<file path="src/rtl/gb_serial_defs.sv">
// Shared constants for the Game Boy link-port controller: register offsets,
// SC bit positions, default divider and the shift-engine state type.
package gb_serial_defs;
    localparam logic [1:0] ADDR_SB     = 2'b01;
    localparam logic [1:0] ADDR_SC     = 2'b10;
    localparam int         CLK_DIV_DEF = 512;
    localparam int         SC_START    = 7;
    localparam int         SC_INT_CLK  = 0;

    typedef enum logic {ST_IDLE, ST_SHIFT} state_e;

    // Unimplemented SC bits (including CGB fast-speed) read back as 1.
    function automatic logic [7:0] sc_read(input logic start, input logic int_clk);
        return {start, 6'b111111, int_clk};
    endfunction
endpackage

</file>
<file path="src/rtl/gb_serial_sync.sv">
// Two-flop synchronizer for link-port pins, with a third flop to derive
// single-cycle rise/fall pulses. Idles high like the open-drain cable.
module gb_serial_sync (
    input  logic clk,
    input  logic reset,
    input  logic d_i,
    output logic q_o,
    output logic rise_o,
    output logic fall_o
);
    logic s1_q, s2_q, s3_q;

    always_ff @(posedge clk) begin
        if (reset) begin
            s1_q <= 1'b1;
            s2_q <= 1'b1;
            s3_q <= 1'b1;
        end else begin
            s1_q <= d_i;
            s2_q <= s1_q;
            s3_q <= s2_q;
        end
    end

    assign q_o    = s2_q;
    assign rise_o = s2_q & ~s3_q;
    assign fall_o = ~s2_q & s3_q;
endmodule

</file>
<file path="src/rtl/gb_serial.sv">
// Game Boy link port: SB/SC registers and an 8-bit MSB-first shift engine,
// clocked either by an internal divider (master) or the cable clock (slave).
module gb_serial
    import gb_serial_defs::*;
#(
    parameter int CLK_DIV = CLK_DIV_DEF
) (
    input  logic       clk,
    input  logic       reset,
    input  logic       cpu_sel,
    input  logic [1:0] cpu_addr,
    input  logic       cpu_wr,
    input  logic [7:0] cpu_di,
    output logic [7:0] cpu_do,
    output logic       irq,
    input  logic       ser_clk_in,
    input  logic       ser_data_in,
    output logic       ser_clk_out,
    output logic       ser_clk_oe,
    output logic       ser_data_out
);
    localparam int HALF = CLK_DIV / 2;
    localparam int DW   = (HALF > 1) ? $clog2(HALF) : 1;

    state_e        state_q;
    logic [7:0]    sb_q;
    logic          start_q, int_clk_q;
    logic [2:0]    bitcnt_q;
    logic [DW-1:0] div_q;
    logic          sclk_q, so_q, irq_q;

    logic sck_rise, sck_fall, sck_lvl_unused;
    logic sdi, sdi_rise_unused, sdi_fall_unused;

    gb_serial_sync u_sck (
        .clk(clk), .reset(reset), .d_i(ser_clk_in),
        .q_o(sck_lvl_unused), .rise_o(sck_rise), .fall_o(sck_fall)
    );

    gb_serial_sync u_sdi (
        .clk(clk), .reset(reset), .d_i(ser_data_in),
        .q_o(sdi), .rise_o(sdi_rise_unused), .fall_o(sdi_fall_unused)
    );

    logic div_wrap, rise_e, fall_e, wr_sb, wr_sc;

    assign div_wrap = (div_q == DW'(HALF - 1));
    assign wr_sb    = cpu_sel & cpu_wr & (cpu_addr == ADDR_SB);
    assign wr_sc    = cpu_sel & cpu_wr & (cpu_addr == ADDR_SC);

    // Edge source follows the current int_clk, so a mid-transfer switch
    // simply changes where the next edge comes from.
    always_comb begin
        rise_e = 1'b0;
        fall_e = 1'b0;
        if (state_q == ST_SHIFT) begin
            if (int_clk_q) begin
                rise_e = div_wrap & ~sclk_q;
                fall_e = div_wrap & sclk_q;
            end else begin
                rise_e = sck_rise;
                fall_e = sck_fall;
            end
        end
    end

    // CPU writes are applied after the shift-engine updates so they win.
    always_ff @(posedge clk) begin
        if (reset) begin
            state_q   <= ST_IDLE;
            sb_q      <= 8'h00;
            start_q   <= 1'b0;
            int_clk_q <= 1'b0;
            bitcnt_q  <= 3'd0;
            div_q     <= '0;
            sclk_q    <= 1'b1;
            so_q      <= 1'b1;
            irq_q     <= 1'b0;
        end else begin
            irq_q <= 1'b0;
            if (state_q == ST_SHIFT && int_clk_q) begin
                div_q <= div_wrap ? '0 : div_q + 1'b1;
                if (div_wrap)
                    sclk_q <= ~sclk_q;
            end
            if (fall_e)
                so_q <= sb_q[7];
            if (rise_e) begin
                sb_q     <= {sb_q[6:0], sdi};
                bitcnt_q <= bitcnt_q + 3'd1;
                if (bitcnt_q == 3'd7) begin
                    start_q <= 1'b0;
                    state_q <= ST_IDLE;
                    irq_q   <= 1'b1;
                end
            end
            if (wr_sb)
                sb_q <= cpu_di;
            if (wr_sc) begin
                start_q   <= cpu_di[SC_START];
                int_clk_q <= cpu_di[SC_INT_CLK];
                if (cpu_di[SC_START]) begin
                    state_q  <= ST_SHIFT;
                    bitcnt_q <= 3'd0;
                    so_q     <= sb_q[7];
                    div_q    <= '0;
                    sclk_q   <= ~cpu_di[SC_INT_CLK];
                end else begin
                    state_q <= ST_IDLE;
                    sclk_q  <= 1'b1;
                end
            end
        end
    end

    always_comb begin
        case (cpu_addr)
            ADDR_SB: cpu_do = sb_q;
            ADDR_SC: cpu_do = sc_read(start_q, int_clk_q);
            default: cpu_do = 8'hFF;
        endcase
    end

    assign irq          = irq_q;
    assign ser_clk_out  = sclk_q;
    assign ser_clk_oe   = int_clk_q;
    assign ser_data_out = so_q;
endmodule
</file>
<file path="config.mk">
export PLATFORM = sky130hd
export DESIGN_NAME = gb_serial
export DESIGN_NICKNAME = d
export VERILOG_FILES = /design/src/rtl/gb_serial_defs.sv /design/src/rtl/gb_serial_sync.sv /design/src/rtl/gb_serial.sv
export SDC_FILE = /design/constraint.sdc
export NUM_CORES = 1
export LEC_CHECK = 0
export ABC_AREA = 1
export BUFFER_PORTS_ARGS = -buffer_cell sky130_fd_sc_hd__buf_4
export CORE_MARGIN = 2
export CORE_UTILIZATION = 58
export DETAILED_ROUTE_END_ITERATION = 8
export GPL_TIMING_DRIVEN = 0
export PLACE_DENSITY = 0.8
export SYNTH_ARGS = -nofsm -noshare
export SYNTH_HDL_FRONTEND = slang
export SYNTH_HIERARCHICAL = 1
export SYNTH_SLANG_ARGS = --single-unit
</file>
<file path="constraint.sdc">
create_clock -name clk -period 3.89 [get_ports clk]
set_clock_uncertainty 0.05 [all_clocks]
set_input_delay 0.778 -clock clk [delete_from_list [all_inputs] [get_ports clk]]
set_output_delay 0.778 -clock clk [all_outputs]
set_load 0.02 [all_outputs]
</file>
==> results by stage, run 1 <==
Critical path:
- The kind of end point of the critical path is an output port.
- The cell occurring most often along the worst timing path is sky130_fd_sc_hd__buf_4.
- The worst setup path is launched from an input port.
- Data arrives at the worst endpoint at 1.86 ns.
- The critical path runs through a total of 6 cells.
- On the worst path, the slowest cell contributes a delay of 0.32 ns.
- The total buffers and inverters traversed by the critical path is 3.
- The required time at the worst-slack endpoint is 3.06 ns.
- The slack of the worst reg-to-reg path is 2.34 ns.
- The worst-path cell with the longest stage delay is sky130_fd_sc_hd__ha_1.
- The family with the most delay on the worst path is adder cells.
- Traced cell by cell, the critical path runs through buf_4, inv_1, ha_1, nor2_1, o21ai_0, buf_4.
- The length in cells of the worst reg-to-reg path is 9.
- The critical path start-end classification is input port to output port.
- Of all nets on the critical path, the largest fanout is 6.

CTS:
- The hold-fix buffer count after cts is 0.
- Clock tree synthesis inserted a total of 5 buffers.
- In this run the post-CTS setup repair buffer count came out at 0.
- The H-tree generated during clock tree synthesis spans 2 levels.
- After clock tree synthesis, the clock-pin slew on the worst setup and hold paths is about 0.090 ns.
- The TritonCTS clock tree is yes.
- No sink is reached through more buffers than the 2 on the longest clock path.
- The tree is rooted in a sky130_fd_sc_hd__clkbuf_4.
- Clock latency on the worst-skew pair, taken at its later pin, is 0.32 ns.
- The count of instances resized after the clock tree is built is 0.
- The clock net sink count is 29.

STA:
- The final max-slew violation count is 0.
- The worst slack on hold paths is approximately 0.38 ns.
- The worst-margin pin slew is just under 0.5 ns.
- Measured against its own limit, the worst slew margin works out to 67.8%.
- The time the final worst path needs with I/O delays and setup is 2.69 ns.
- Setup repair after global routing left no endpoint under its margin.
- The fmax is 372 MHz.
- The final number of setup-violating endpoints is 0.
- The number of endpoints with negative hold slack in the final report is 0.
- For the final routed database, the setup TNS stands at 0 ns.
- In the post-route analysis, the smallest setup slack over all paths is 1.20 ns.
- The share of the clock period used by the worst path is 69.1%.

Final layout:
- The area added between synthesis and finish is 19.7%.
- The count of non-filler cells in the finished layout is 275.
- The most common cell after layout, fill and taps aside is sky130_fd_sc_hd__nand2_1.
- The fraction of layout instances using a drive strength above 1 is 21.6%.
- The final design utilization is between 70% and 80%.
- The total inserted antenna cells is 0.
- In the final design database the tool counted 265 nets.
- In the layout the commonest cells are 51 x sky130_fd_sc_hd__nand2_1, 31 x sky130_fd_sc_hd__inv_1, 29 x sky130_fd_sc_hd__dfxtp_1.

Floorplan:
- The area of the core region is 2450 um^2.
- The floorplan step set the die width to 54.5 um.
- The total die area is 2970 um^2.
- For this configuration, the core starts out at a cell density of 60.2%.
- The number of top-level pins is 28.
- The number of rows in the core area is 18.
- In this run the vertical extent of the chip is 54.5 um.

Global route:
- The overall fraction of global-route tracks in use is 24.0%.
- Entering global routing, the biggest net connects 11 pins.
- The number of global-route vias before repair is 1238.
- The first global-routing pass estimated roughly 5000 um of wire.
- The number of antenna violations at the first check in global routing is 0.
- For this run the aggregate overflow at the end of global routing stands at 0.

Pwr:
- VDD sags by at most between 0.2 and 0.25 mV.
- For this design the ratio of total power to cell area is just over 300 nW/um^2.
- The analysis attributes to cell leakage a power of 0.803 nW.

Synth:
- After technology mapping, the gate count stands at 210.
- The average cell area after synthesis is 7.04 um^2.
- The count of yosys warnings during synthesis is 6.
- Summing every instance area after synthesis gives 1480 um^2.
- Synthesis produced a netlist with a net count of 231.

Place:
- The half-perimeter wire length after placement is 2510 um.
- The number of cells in the design after placement is 267.
- During placement, the flow inserted port buffers numbering 27.
- The post-place setup slack is about 1.2 ns.
- The congestion estimate from routability-driven global placement came to about 0.88.

Run:
- The tool flagged a number of max-cap violations equal to 0.

Min path:
- In this run the worst hold path is classified as flip-flop to flip-flop.
- The number of stages on the worst hold path is 2.

Detailed routing:
- The routed wirelength normalized by instance count is 11.8 um.
- The final layout contains routed wiring with a total length of 3230 um.
- For this run, design rule violations remaining after detail routing come to 0.
- The per-cell via count in the routed design is 5.22.
- The detail route stage leaves a number of antenna-violating nets equal to 0.
- The number of DRC violations after detailed-routing iteration 0 is 29.
- The first TritonRoute pass finished after 4 iterations.
- The final route contains 1435 vias.

Run status:
- The flow ran to the end, and the final reports show no timing, DRC or antenna violations.
## worst register-to-register path: stages, from the launching register on
cell                      delay [ns]
sky130_fd_sc_hd__dfxtp_1        0.37
sky130_fd_sc_hd__ha_1           0.15
sky130_fd_sc_hd__inv_1          0.06
sky130_fd_sc_hd__nor2_1         0.16
sky130_fd_sc_hd__nand3_2        0.11
sky130_fd_sc_hd__nand2_2        0.14
sky130_fd_sc_hd__nand2_4        0.08
sky130_fd_sc_hd__buf_6          0.15
sky130_fd_sc_hd__nand3_1        0.07
sky130_fd_sc_hd__a21oi_1        0.07
## where the power goes
part	switching, mW	internal, mW
Sequential	0.00286	0.301
Combinational	0.0442	0.0326
Clock	0.102	0.0687
## routing by layer
metal / vias up / part of all wire [%] / GRT usage, %
li1: 734 / - / -
met1: 661 / 45 / 31.1
met2: 33 / 50 / 36.7
met3: 7 / 3.9 / 6.28
met4: 0 / 1.7 / 12.1
met5: - / 0 / 0
## sequential cells by signal (all words and copies together), names as in the netlist
name and cells:
u_sdi/q_o 1, u_sck/q_o 1, ser_clk_oe 1, ser_clk_out 1, div_q 8, u_sck/s1_q 1
ser_data_out 1, u_sck/s3_q 1, bitcnt_q 3, state_q 1, irq 1, u_sdi/s1_q 1
sb_q 8
## worst paths after layout
path,from,endpoint
worst min register to register,u_sck/s1_q,u_sck/q_o
worst max-delay path,cpu_addr[0],cpu_do[2]
worst min-delay path,u_sck/s1_q,u_sck/q_o
worst max register to register,div_q[0],sb_q[0]
## area by class of cell
class	count	area, um^2
Buffer	4	23.8
Clock buffer	6	41.3
Clock inverter	2	10.0
Fill cell	205	684
Inverter	32	120
Multi-Input combinational cell	145	754
Sequential cell	29	581
Tap cell	30	37.5
Timing Repair Buffer	27	203
## stage by stage
stage / power [mW] / instance area [um^2]
4_1_cts: 0.555 / 1770
2_1_floorplan: 0.351 / 1480
3_3_place_gp: 0.384 / 1720
5_1_grt: 0.576 / 1770
6_report: 0.551 / 1770
3_5_place_dp: 0.387 / 1720
Power figures use the tool's default switching activity.
==> run 2: changes to the inputs <==
Settings changed: CORE_UTILIZATION 58 to 54, PLACE_DENSITY 0.8 to 0.75.
Clock period 3.89 ns to 2.8 ns, I/O delays scaled along.
==> results by stage, run 2 (same netlist as run 1, synthesis figures left out) <==
Floorplan:
- The total die area is 3170 um^2.
- The initialized floorplan defines 18 standard-cell rows.
- Once the floorplan was initialized, standard cells occupied 58.1% of the core.
- The area of the core region is between 2000 and 3000 um^2.
- The die span in x is roughly 56 um.
- The floorplan die height is 56.3 um.
- For this design the top-level I/O count stands at 28.

Place:
- The placed instance area is 1720 um^2.
- At the end of routability-driven placement, the weighted congestion stood at 0.851.
- The quantity of I/O buffers inserted on ports is 27.
- The half-perimeter wire length after placement is between 2000 and 2500 um.
- The post-place setup slack is 0.577 ns.

Detailed routing:
- The per-cell via count in the routed design is 5.24.
- In this run the remaining antenna-violating nets after routing total 0.
- In the final routed layout, each cell accounts on average for 12.0 um.
- After the first detailed-routing iteration, the DRC count stood at 79.
- Before antenna repair, the detailed router went through 4 iterations.
- The final route contains 1435 vias.
- The DRC violation count after routing is 0.
- The detailed-route wire length is 3290 um.

Critical path:
- The length in cells of the worst reg-to-reg path is 9.
- The worst setup path is of the input port to output port kind.
- Data on the critical path arrives at its endpoint at around 1.6 ns.
- In this run the worst path has a maximum fanout of 6.
- The worst setup path endpoint is cpu_do[3].
- In this run the worst setup path begins at cpu_addr[0].
- The required time at the worst-slack endpoint is 2.19 ns.
- STA classifies the critical path endpoint as an output port.
- The slack of the worst reg-to-reg path is ~1.2 ns.
- The type of origin of the critical path is an input port.
- The worst flop-to-flop path endpoint is sb_q[5].
- The worst register-to-register path begins at div_q[0].

STA:
- The worst-margin pin slew is 0.456 ns.
- Timing would allow up to 447 MHz.
- The worst path uses about four fifths of the clock period.
- The time the final worst path needs with I/O delays and setup is around 2.2 ns.
- The final number of setup-violating endpoints is 0.
- Setup repair after global routing left no endpoint under its margin.
- The number of endpoints with negative hold slack in the final report is 0.
- The worst max-slew margin expressed relative to the limit is between 60% and 70%.
- The slack of the critical path is 0.562 ns.
- The final max-slew violation count came to 0.
- Summed over all failing endpoints, the final setup total negative slack is 0 ns.

CTS:
- For the worst-skew pair, the clock arrives at the later sink with an insertion delay of 0.33 ns.
- Buffers inserted during clock tree synthesis total 5.
- The TritonCTS clock tree is yes.
- The number of setup buffers added after CTS is 0.
- The worst-case clock buffer depth is 2.
- The clock net sink count is 29.
- The cell sitting at the root of the clock tree is a sky130_fd_sc_hd__clkbuf_4.
- The count of instances resized after the clock tree is built is 0.
- After clock tree synthesis, the clock-pin slew on the worst setup and hold paths is 0.09 ns.
- The H-tree generated during clock tree synthesis spans 2 levels.
- The hold-fix buffer count after cts is 0.

Final layout:
- The largest registers in the layout are div_q (8), sb_q (8), bitcnt_q (3).
- With fillers left out, the area of the finished cells amounts to 1790 um^2.
- The library cells used most frequently in the layout, excluding fill and tap cells, are 51 x sky130_fd_sc_hd__nand2_1, 31 x sky130_fd_sc_hd__inv_1, 29 x sky130_fd_sc_hd__dfxtp_1.
- Relative to the synthesized area, the layout overhead comes to 21.2%.
- The post-route netlist has 21.7% of its cells at a drive strength greater than 1.
- The number of antenna diodes in the final layout is 0.
- Leaving out fill and tap cells, the most frequent cell in the layout is sky130_fd_sc_hd__nand2_1.
- For this run, the post-layout net count is 265.

Global route:
- The first global-routing pass estimated between 5000 and 6000 um of wire.
- The number of antenna violations at the first check in global routing is 0.
- The total overflow reported by the global router is 0.
- Entering global routing, the biggest net connects 11 pins.
- The number of global-route vias before repair is 1338.
- Global routing used 22.4% of the available tracks.

Min path:
- The class of the worst hold path is input port to flip-flop.
- The startpoint of the worst hold path is ser_clk_in.

Run:
- The total of max-cap violations is 0.

Pwr:
- The cell leakage power is 0.812 nW.
- The power per cell area is 480 nW/um^2.
- The maximum ir drop on the vdd rail is 0.413 mV.

Run status:
- The flow ran to the end, and the final reports show no timing, DRC or antenna violations.
-- run 2: cell count changes in the layout (fill, tap and decap cells not counted) --
cell                        change
sky130_fd_sc_hd__bufinv_16      +1
sky130_fd_sc_hd__clkbuf_1       -1
sky130_fd_sc_hd__clkinv_2       -1
-- run 2: where the power goes --
part / internal [mW] / switching, mW / total (mW)
Clock: 0.182 / 0.150 / 0.332
Combinational: 0.0453 / 0.0606 / 0.106
Sequential: 0.418 / 0.00405 / 0.422
Total: 0.645 / 0.215 / 0.859
-- run 2: worst max-delay path: stages --
cell and delay, ns:
sky130_fd_sc_hd__buf_4 0.09, sky130_fd_sc_hd__inv_1 0.03, sky130_fd_sc_hd__ha_1 0.33, sky130_fd_sc_hd__nor2_1 0.29
sky130_fd_sc_hd__o21ai_0 0.15, sky130_fd_sc_hd__buf_4 0.18
-- run 2: worst min-delay path by stage --
stage,to,slack [ns],cells after the start
after floorplan,u_sdi/q_o,0.34,2
after detailed placement,u_sdi/q_o,0.36,2
after global routing,u_sdi/s1_q,0.34,3
after global placement,u_sck/q_o,0.34,2
after CTS,u_sck/s1_q,0.33,3
final,u_sck/s1_q,0.34,3
-- run 2: routing by layer --
layer	share of wire, %	global-route usage (%)
met1	45	28.9
met4	1.6	9.18
met5	0	0
met2	48	35.1
met3	5.7	6.22
-- run 2: layout make-up --
cell class / count / area [um^2]
Inverter: 32 / 120
Sequential cell: 29 / 581
Multi-Input combinational cell: 145 / 754
Tap cell: 30 / 37.5
Timing Repair Buffer: 27 / 203
Clock inverter: 2 / 35.0
Fill cell: 233 / 753
Clock buffer: 5 / 37.5
Buffer: 4 / 23.8
-- run 2: stage by stage --
| stage | hold WS (ns) | utilization [%] | std cells | power [mW] |
|---|---|---|---|---|
| 3_3_place_gp | 0.345 | 67.6 | 267 | 0.535 |
| 4_1_cts | 0.335 | 70.4 | 274 | 0.862 |
| 2_1_floorplan | 0.337 | - | 210 | 0.487 |
| 5_1_grt | 0.338 | 70.4 | 274 | 0.890 |
| 3_5_place_dp | 0.357 | 67.6 | 267 | 0.537 |
| 6_report | 0.341 | 70.4 | 274 | 0.859 |
